--- config.mk ---
export PLATFORM = sky130hd
export DESIGN_NAME = pipeline_ctrl
export DESIGN_NICKNAME = d
export VERILOG_FILES = /design/src/rtl/pipeline_ctrl.sv
export SDC_FILE = /design/constraint.sdc
export NUM_CORES = 1
export LEC_CHECK = 0
export CORE_MARGIN = 1
export CORE_UTILIZATION = 53
export DETAILED_ROUTE_END_ITERATION = 8
export PLACE_DENSITY = 0.85
export SYNTH_ARGS = -nofsm -noshare
export SYNTH_HDL_FRONTEND = slang
export SYNTH_SLANG_ARGS = --single-unit
export TNS_END_PERCENT = 30
--- constraint.sdc ---
create_clock -name clk -period 5.44 [get_ports clk]
set_input_delay 1.088 -clock clk [delete_from_list [all_inputs] [get_ports clk]]
set_output_delay 1.088 -clock clk [all_outputs]
set_load 0.1 [all_outputs]
--- src/rtl/pipeline_ctrl.sv ---
// ---------------------------------------------------------------------------
// pipeline_ctrl
//   Stall/flush sequencer for the 5-stage RV32I pipeline. It drives the load
//   enables and flush strobes of the pipeline registers and the PC load enable.
//   It resolves three conditions: memory wait, load-use hazard and taken
//   redirect. It also keeps performance counters and a sticky stall watchdog.
//
// Ports
//   clk, rst            clock, synchronous active-high reset
//   imem_resp           fetch data valid this cycle
//   dmem_req/dmem_resp  MEM-stage access present / completing this cycle
//   id_rs1/2, id_use_rs1/2, ex_rd, ex_is_load   load-use hazard inputs
//   redirect            taken branch/jump resolved this cycle
//   *_load, *_flush     pipeline register load enables and NOP-insert strobes
//   stall_cnt, bubble_cnt, flush_cnt   wrapping performance counters
//   stall_timeout       sticky watchdog flag for long memory stalls
// ---------------------------------------------------------------------------
module pipeline_ctrl #(
  parameter int CNT_W   = 32,
  parameter int TIMEOUT = 1023
) (
  input  logic             clk,
  input  logic             rst,
  input  logic             imem_resp,
  input  logic             dmem_req,
  input  logic             dmem_resp,
  input  logic [4:0]       id_rs1,
  input  logic [4:0]       id_rs2,
  input  logic             id_use_rs1,
  input  logic             id_use_rs2,
  input  logic [4:0]       ex_rd,
  input  logic             ex_is_load,
  input  logic             redirect,
  output logic             pc_load,
  output logic             if_id_load,
  output logic             id_ex_load,
  output logic             ex_mem_load,
  output logic             mem_wb_load,
  output logic             if_id_flush,
  output logic             id_ex_flush,
  output logic             ex_mem_flush,
  output logic [CNT_W-1:0] stall_cnt,
  output logic [CNT_W-1:0] bubble_cnt,
  output logic [CNT_W-1:0] flush_cnt,
  output logic             stall_timeout
);

  localparam int RUN_W = $clog2(TIMEOUT + 1);
  localparam logic [CNT_W-1:0] CNT_ONE = 1;
  localparam logic [RUN_W-1:0] RUN_ONE = 1;
  localparam logic [RUN_W-1:0] RUN_MAX = RUN_W'(TIMEOUT);

  typedef enum logic {ST_RUN, ST_WAIT} state_t;

  state_t           r_state;
  state_t           w_state_nxt;
  logic             r_redirect_pend;
  logic             w_pend_nxt;
  logic [CNT_W-1:0] r_stall_cnt;
  logic [CNT_W-1:0] r_bubble_cnt;
  logic [CNT_W-1:0] r_flush_cnt;
  logic [RUN_W-1:0] r_stall_run;
  logic [RUN_W-1:0] w_run_nxt;
  logic             r_stall_timeout;

  logic w_mem_stall;
  logic w_load_use;
  logic w_redir_eff;
  logic w_inc_stall;
  logic w_inc_flush;
  logic w_inc_bubble;

  assign w_mem_stall = !imem_resp | (dmem_req & !dmem_resp);
  assign w_load_use  = ex_is_load & (ex_rd != 5'd0) &
                       ((id_use_rs1 & (id_rs1 == ex_rd)) |
                        (id_use_rs2 & (id_rs2 == ex_rd)));
  assign w_redir_eff = redirect | r_redirect_pend;

  // Saturating consecutive-stall count; any non-stall cycle restarts it.
  always_comb begin
    w_run_nxt = '0;
    if (w_mem_stall) begin
      w_run_nxt = (r_stall_run == RUN_MAX) ? r_stall_run : r_stall_run + RUN_ONE;
    end
  end

  // Next state and outputs. The release cycle out of WAIT is decoded exactly
  // like a RUN cycle, so both states share the same priority chain.
  always_comb begin
    w_state_nxt  = r_state;
    w_pend_nxt   = r_redirect_pend;
    pc_load      = 1'b0;
    if_id_load   = 1'b0;
    id_ex_load   = 1'b0;
    ex_mem_load  = 1'b0;
    mem_wb_load  = 1'b0;
    if_id_flush  = 1'b0;
    id_ex_flush  = 1'b0;
    ex_mem_flush = 1'b0;
    w_inc_stall  = 1'b0;
    w_inc_flush  = 1'b0;
    w_inc_bubble = 1'b0;

    if (!rst) begin
      case (r_state)
        ST_RUN:  w_state_nxt = w_mem_stall ? ST_WAIT : ST_RUN;
        ST_WAIT: w_state_nxt = w_mem_stall ? ST_WAIT : ST_RUN;
        default: w_state_nxt = ST_RUN;
      endcase

      if (w_mem_stall) begin
        // Freeze everything; remember a redirect so it lands on release.
        w_inc_stall = 1'b1;
        if (redirect) w_pend_nxt = 1'b1;
      end else if (w_redir_eff) begin
        // Squash IF/ID, ID/EX, EX/MEM. Any load-use in ID is moot.
        pc_load      = 1'b1;
        if_id_load   = 1'b1;
        id_ex_load   = 1'b1;
        ex_mem_load  = 1'b1;
        mem_wb_load  = 1'b1;
        if_id_flush  = 1'b1;
        id_ex_flush  = 1'b1;
        ex_mem_flush = 1'b1;
        w_pend_nxt   = 1'b0;
        w_inc_flush  = 1'b1;
      end else if (w_load_use) begin
        // Hold PC and IF/ID, inject a bubble into EX.
        id_ex_load   = 1'b1;
        id_ex_flush  = 1'b1;
        ex_mem_load  = 1'b1;
        mem_wb_load  = 1'b1;
        w_inc_bubble = 1'b1;
      end else begin
        pc_load      = 1'b1;
        if_id_load   = 1'b1;
        id_ex_load   = 1'b1;
        ex_mem_load  = 1'b1;
        mem_wb_load  = 1'b1;
      end
    end
  end

  always_ff @(posedge clk) begin
    if (rst) begin
      r_state         <= ST_RUN;
      r_redirect_pend <= 1'b0;
      r_stall_cnt     <= '0;
      r_bubble_cnt    <= '0;
      r_flush_cnt     <= '0;
      r_stall_run     <= '0;
      r_stall_timeout <= 1'b0;
    end else begin
      r_state         <= w_state_nxt;
      r_redirect_pend <= w_pend_nxt;
      r_stall_run     <= w_run_nxt;
      if (w_inc_stall)  r_stall_cnt  <= r_stall_cnt + CNT_ONE;
      if (w_inc_bubble) r_bubble_cnt <= r_bubble_cnt + CNT_ONE;
      if (w_inc_flush)  r_flush_cnt  <= r_flush_cnt + CNT_ONE;
      if (w_mem_stall && (w_run_nxt == RUN_MAX)) r_stall_timeout <= 1'b1;
    end
  end

  assign stall_cnt     = r_stall_cnt;
  assign bubble_cnt    = r_bubble_cnt;
  assign flush_cnt     = r_flush_cnt;
  assign stall_timeout = r_stall_timeout;

endmodule
==> results of run 1 <==
==> synth_stat cells (5+ instances only) <==
library cell  number  area share [%]
a21oi_1           36             3.5
and3_1            15             1.8
and4_1            16             2.7
buf_2              5            0.48
clkbuf_1          14             1.0
dfxtp_1          108              42
inv_1             11            0.79
nand2_1           52             3.8
nand3_1           26             2.5
nand4_1           37             4.5
nor2_1            87             6.3
nor3_1             5            0.48
o21ai_0           29             2.8
o31ai_1            5            0.72
or3_1             23             2.8
xnor2_1           25             4.2
xor2_1            56             9.4
==> stage by stage <==
step	util, %	instances
floorplan	-	606
global placement	69.5	840
detailed placement	69.5	840
CTS	71.6	856
global route	71.6	856
finish	71.6	856
==> layer usage <==
layer | vias to the layer above | wire length (microns) | GRT usage, %
li1 | 2353 | - | -
met3 | 21 | 913 | 5.69
met1 | 2248 | 5390 | 30.2
met5 | - | 0 | 0
met2 | 146 | 6310 | 44.9
met4 | 0 | 208 | 8.47
==> power by group through the flow <==
stage	registers [mW]	clock network [mW]	logic (mW)
finish	0.801	0.502	0.122
global route	0.802	0.539	0.129
CTS	0.801	0.510	0.122
detailed placement	0.819	0	0.122
global placement	0.819	0	0.120
floorplan	0.839	0	0.0655
==> logic make-up after synthesis <==
| kind of cell | after synthesis | share of synthesized area, % |
|---|---|---|
| AND/OR/NAND/NOR | 291 | 30.7 |
| flip-flops | 108 | 41.6 |
| AO/OA/AOI/OAI | 83 | 9.49 |
| XOR/XNOR | 81 | 13.7 |
| buffers and inverters | 36 | 3.01 |
| adder cells (fa/ha/maj) | 4 | 0.963 |
| multiplexers | 3 | 0.578 |
==> final cells by class <==
type	count	area (sq um)
multi-input cells	462	2880
fillers	751	2660
flip-flops and latches	108	2160
repair buffers	129	1260
well taps	129	161
clock buffers	11	141
clock inverters	5	60.1
inverters	12	45.0
==> registers in the layout, indices dropped and copies added (netlist names) <==
name             flops
stall_cnt           32
stall_timeout        1
flush_cnt           32
bubble_cnt          32
r_redirect_pend      1
r_stall_run         10
==> worst register-to-register path, cell delays in order (launching register included) <==
cell     delay (ns)
dfxtp_1        0.33
nor2_1         0.31
nand4_1        0.20
nor2_2         0.55
nand4_1        0.51
or3_1          0.46
a21oi_1        0.16
==> worst paths after layout <==
kind / slack, ns / endpoint / cells after the start
setup reg to reg: 2.85 / bubble_cnt[20]$_SDFFE_PP0P_ / 6
hold reg to reg: 0.47 / stall_timeout$_SDFFE_PP0P_ / 2
setup / recovery: 1.25 / pc_load / 7
hold / removal: 0.47 / stall_timeout$_SDFFE_PP0P_ / 2
==> summary.txt, run 1 <==
Worst hold path
  – Worst Hold Class: flop to flop
  – Hold Path Origin: stall_timeout$_SDFFE_PP0P_

CTS
  – Clock Path Buffers: 2
  – H-tree Lvls: 3
  – Postcts setup bufs: 0
  – CTS tree: yes
  – Clk sinks: 108
  – Post-CTS Hold Fix Bufs: 0
  – Clock Pin Slew Worst Setup and Hold Paths: 0.10 ns
  – PostCTS Resize Cnt: 0
  – Root Driver: clkbuf_8
  – Num CTS Buffers: 9
  – Insertion delay to the later sink of the worst-skew pair: 0.37 ns

Die
  – Die ar.: 0.0102 sq mm
  – Count of boundary I/O pins: 129
  – CORE AREA: 0.00937 sq mm
  – Die span in y: 101 microns
  – Initial Util: 55.4%
  – Die span in x: 101 microns
  – Num rows: 35

Power
  – Clock network fraction of total power: 35.2%
  – Reg power frac: 56.2%
  – Worst VDD drop: 167 uV
  – Pint: 1.06 mW
  – Total power draw: 1.42 mW
  – Switching part of the total power: 25.6%
  – NetSw: 0.365 mW
  – Pwr dens: 212 mW/mm^2
  – Logic pwr share: 8.5%
  – Leakage: 2.35 nW

GRT
  – First-pass GRT wire length: 20.8 mm
  – Total GRT Usage: 25.3%
  – Initial antenna violation count: 0
  – GRT overflow: 0
  – Largest net degree at the start of global routing: 63
  – Vias in the first global route: 4569

Drt
  – Routed Antenna Nets: 0
  – Drt first pass iters: 4
  – DR vias: 4768
  – Average wire per standard cell: 15.0 microns
  – # DRC: 0
  – Routed WL: 12.8 mm
  – Vias per std cell: 5.57
  – 1st-iter DRT viols: 219

Timing
  – Worst-Margin Slew: 1.02 ns
  – Max Freq: 0.239 GHz
  – Final-report max-slew violation count: 0
  – Slew headroom: 32.1%
  – Setup Skew: 0.0156 ns
  – Fin crit period: 4.19 ns
  – Fin worst setup slack: 1.25 ns
  – Setup violators final: 0
  – Fin crit share: 77.1%
  – Final Hold Viols: 0
  – RSZ-0062 raised after global routing: no
  – Worst Hold Margin: 0.472 ns
  – Fin Setup TNS: 0 ns

Synth
  – Async set-or-reset flop fraction in the synthesized netlist: 0%
  – Synth Register Bits: 108
  – Mapped Cells: 606
  – Warnings, synthesis: 0
  – Yosys cell types: 49
  – Post-synth EDFFs: 0
  – Sequential area share after synthesis: 41.6%
  – Syn avg cell area: 8.57 sq um
  – Mapped Area: 0.00519 sq mm
  – Ys flop type: dfxtp_1
  – Post-synth net total: 634

Placement
  – Place WS: 1.22 ns
  – Post-DP HPWL: 9.41 mm
  – Global placement routability congestion: 0.839
  – Post-DP Area: 0.00651 sq mm
  – Port buffer count: 128

Final layout
  – Synth-to-layout area growth: 29.2%
  – Fin nets: 750
  – Layout cell share with drive strength beyond 1: 6.19%
  – Commonest non-fill, non-tap cells in the layout: clkdlybuf4s50_1, dfxtp_1, nor2_1
  – Commonest non-fill, non-tap cell in the layout: clkdlybuf4s50_1
  – Finished Cell Area: 0.00671 sq mm
  – # diodes: 0

Setup path
  – Max FO, Critical Path: 17
  – CP top delay family: buffers and inverters
  – RR Startpoint: r_redirect_pend$_SDFFE_PP0P_
  – Crit path capture type: output port
  – Critical Setup Path Class: primary input to output port
  – Slowest cell on the critical path: clkdlybuf4s50_1
  – Critical Path, Cell by Cell: clkdlybuf4s50_1 -> xnor2_1 -> nand4_1 -> o22ai_4 -> nand2b_1 -> o31a_1 -> buf_4
  – Buf+Inv Stages, Crit Path: 2
  – WP data required: 4.35 ns
  – Crit. Startpoint: ex_rd[2]
  – Arr. time, crit path: 3.10 ns
  – CP startpoint kind: primary input
  – Max incr delay on CP: 0.53 ns

Outcome
  – Status: complete, no violations

Run
  – MaxCap Viol Count: 0
Note: power is estimated with default switching activity, not from simulation.
==> inputs of run 2 (changes only) <==
--- a/config.mk
+++ b/config.mk
@@ -6,9 +6,9 @@
 export NUM_CORES = 1
 export LEC_CHECK = 0
 export CORE_MARGIN = 1
-export CORE_UTILIZATION = 53
+export CORE_UTILIZATION = 50
 export DETAILED_ROUTE_END_ITERATION = 8
-export PLACE_DENSITY = 0.85
+export PLACE_DENSITY = 0.81
 export SYNTH_ARGS = -nofsm -noshare
 export SYNTH_HDL_FRONTEND = slang
 export SYNTH_SLANG_ARGS = --single-unit
==> constraint.sdc (replaced) <==
create_clock -name clk -period 3.9 [get_ports clk]
set_input_delay 0.78 -clock clk [delete_from_list [all_inputs] [get_ports clk]]
set_output_delay 0.78 -clock clk [all_outputs]
set_load 0.1 [all_outputs]
==> summary.txt, run 2 (synthesis gave the netlist of run 1 again) <==
Timing
  – Fin Setup TNS: 0 ns
  – Fin crit period: 3.41 ns
  – Worst Hold Margin: 0.486 ns
  – Worst-Margin Slew: 1.02 ns
  – Fin worst setup slack: 0.486 ns
  – Setup Skew: 0.0225 ns
  – Max Freq: 0.293 GHz
  – Final-report max-slew violation count: 0
  – Fin crit share: 87.5%
  – Final Hold Viols: 0
  – RSZ-0062 raised after global routing: no
  – Setup violators final: 0
  – Slew headroom: 31.8%

Drt
  – Routed Antenna Nets: 0
  – Routed WL: 12.7 mm
  – Drt first pass iters: 5
  – Average wire per standard cell: 14.7 microns
  – Vias per std cell: 5.58
  – 1st-iter DRT viols: 266
  – # DRC: 0
  – DR vias: 4813

Worst hold path
  – Worst Hold Class: flop to flop
  – Hold Path Cell Cnt: 2
  – Hold Path Origin: stall_timeout$_SDFFE_PP0P_

Placement
  – Post-DP HPWL: 9.16 mm
  – Place WS: 0.485 ns
  – Placed cells: 847
  – Global placement routability congestion: 0.887
  – Port buffer count: 128
  – Post-DP Area: 0.00665 sq mm

Die
  – Die span in x: 104 microns
  – Die ar.: 0.0108 sq mm
  – CORE AREA: 0.00991 sq mm
  – Num rows: 36
  – Initial Util: 52.4%
  – Count of boundary I/O pins: 129
  – Die span in y: 104 microns

CTS
  – Clock Path Buffers: 2
  – Root Driver: clkbuf_8
  – Clk sinks: 108
  – Clock Pin Slew Worst Setup and Hold Paths: 0.10 ns
  – Post-CTS Hold Fix Bufs: 0
  – Postcts setup bufs: 0
  – CTS tree: yes
  – Num CTS Buffers: 9
  – Insertion delay to the later sink of the worst-skew pair: 0.38 ns
  – PostCTS Resize Cnt: 0
  – H-tree Lvls: 3

GRT
  – Vias in the first global route: 4614
  – Initial antenna violation count: 0
  – Total GRT Usage: 23.2%
  – First-pass GRT wire length: 21.1 mm
  – GRT overflow: 0
  – Largest net degree at the start of global routing: 62

Setup path
  – RR Startpoint: r_stall_run[0]$_SDFF_PP0_
  – Arr. time, crit path: 2.63 ns
  – Max FO, Critical Path: 3
  – Crit. Startpoint: ex_rd[1]
  – WP data required: 3.12 ns
  – CP startpoint kind: primary input
  – R2R depth: 7
  – Critical Setup Path Class: primary input to output port
  – Crit path capture type: output port

Final layout
  – Fill count: 804
  – Layout Utilization: 69.1%
  – Commonest non-fill, non-tap cell in the layout: clkdlybuf4s50_1
  – Layout cell share with drive strength beyond 1: 6.85%
  – Synth-to-layout area growth: 31.8%
  – Fin cells: 863
  – Fin nets: 753
  – # diodes: 0
  – Commonest non-fill, non-tap cells in the layout: clkdlybuf4s50_1, dfxtp_1, nor2_1
  – Finished Cell Area: 0.00685 sq mm

Power
  – Worst VDD drop: 216 uV
  – Leakage: 2.39 nW
  – NetSw: 0.546 mW
  – Logic pwr share: 9.4%
  – Switching part of the total power: 27.5%
  – Reg power frac: 56.3%
  – Pwr dens: 290 mW/mm^2
  – Pint: 1.44 mW
  – Clock network fraction of total power: 34.3%
  – Total power draw: 1.99 mW

Outcome
  – Status: complete, no violations

Run
  – MaxCap Viol Count: 0
## run 2: final cells by class
class	count	area, sq um	share of cell area (%)
Multi-Input combinational cell	462	2890	42.2
Sequential cell	108	2160	31.6
Timing Repair Buffer	132	1390	20.3
Tap cell	133	166	2.43
Clock buffer	11	141	2.07
Inverter	12	45.0	0.658
Clock inverter	5	53.8	0.786
## run 2: path summary, 6_finish.rpt
path                                                    to  slack (ns)
worst max-delay path                            if_id_load        0.49
worst min-delay path            stall_timeout$_SDFFE_PP0P_        0.49
worst max register to register  stall_timeout$_SDFFE_PP0P_        1.65
worst min register to register  stall_timeout$_SDFFE_PP0P_        0.49
## run 2: routing by layer
metal  routed length, microns  GRT usage, %
met1                     5560          28.3
met2                     6160          40.4
met3                      847          6.20
met4                      138          5.61
met5                        0             0
## run 2: critical path, cell delays in order
cell and delay [ns]:
clkdlybuf4s50_1 0.47, or4_1 0.55, o21ai_1 0.22, nand2b_1 0.21, o31a_2 0.21, buf_12 0.19
## run 2: power groups by stage
stage | clock [mW] | combinational (mW) | sequential (mW)
after global routing | 0.736 | 0.195 | 1.12
after global placement | 0 | 0.184 | 1.14
after detailed placement | 0 | 0.186 | 1.14
after CTS | 0.688 | 0.187 | 1.12
after floorplan | 0 | 0.0924 | 1.17
final | 0.682 | 0.186 | 1.12
==> inputs of run 3 (changes only) <==
--- a/config.mk
+++ b/config.mk
@@ -12,4 +12,3 @@
 export SYNTH_ARGS = -nofsm -noshare
 export SYNTH_HDL_FRONTEND = slang
 export SYNTH_SLANG_ARGS = --single-unit
-export TNS_END_PERCENT = 30
==> results of run 3 <==
No change in the layout: final DEF, timing and power equal those of run 2.
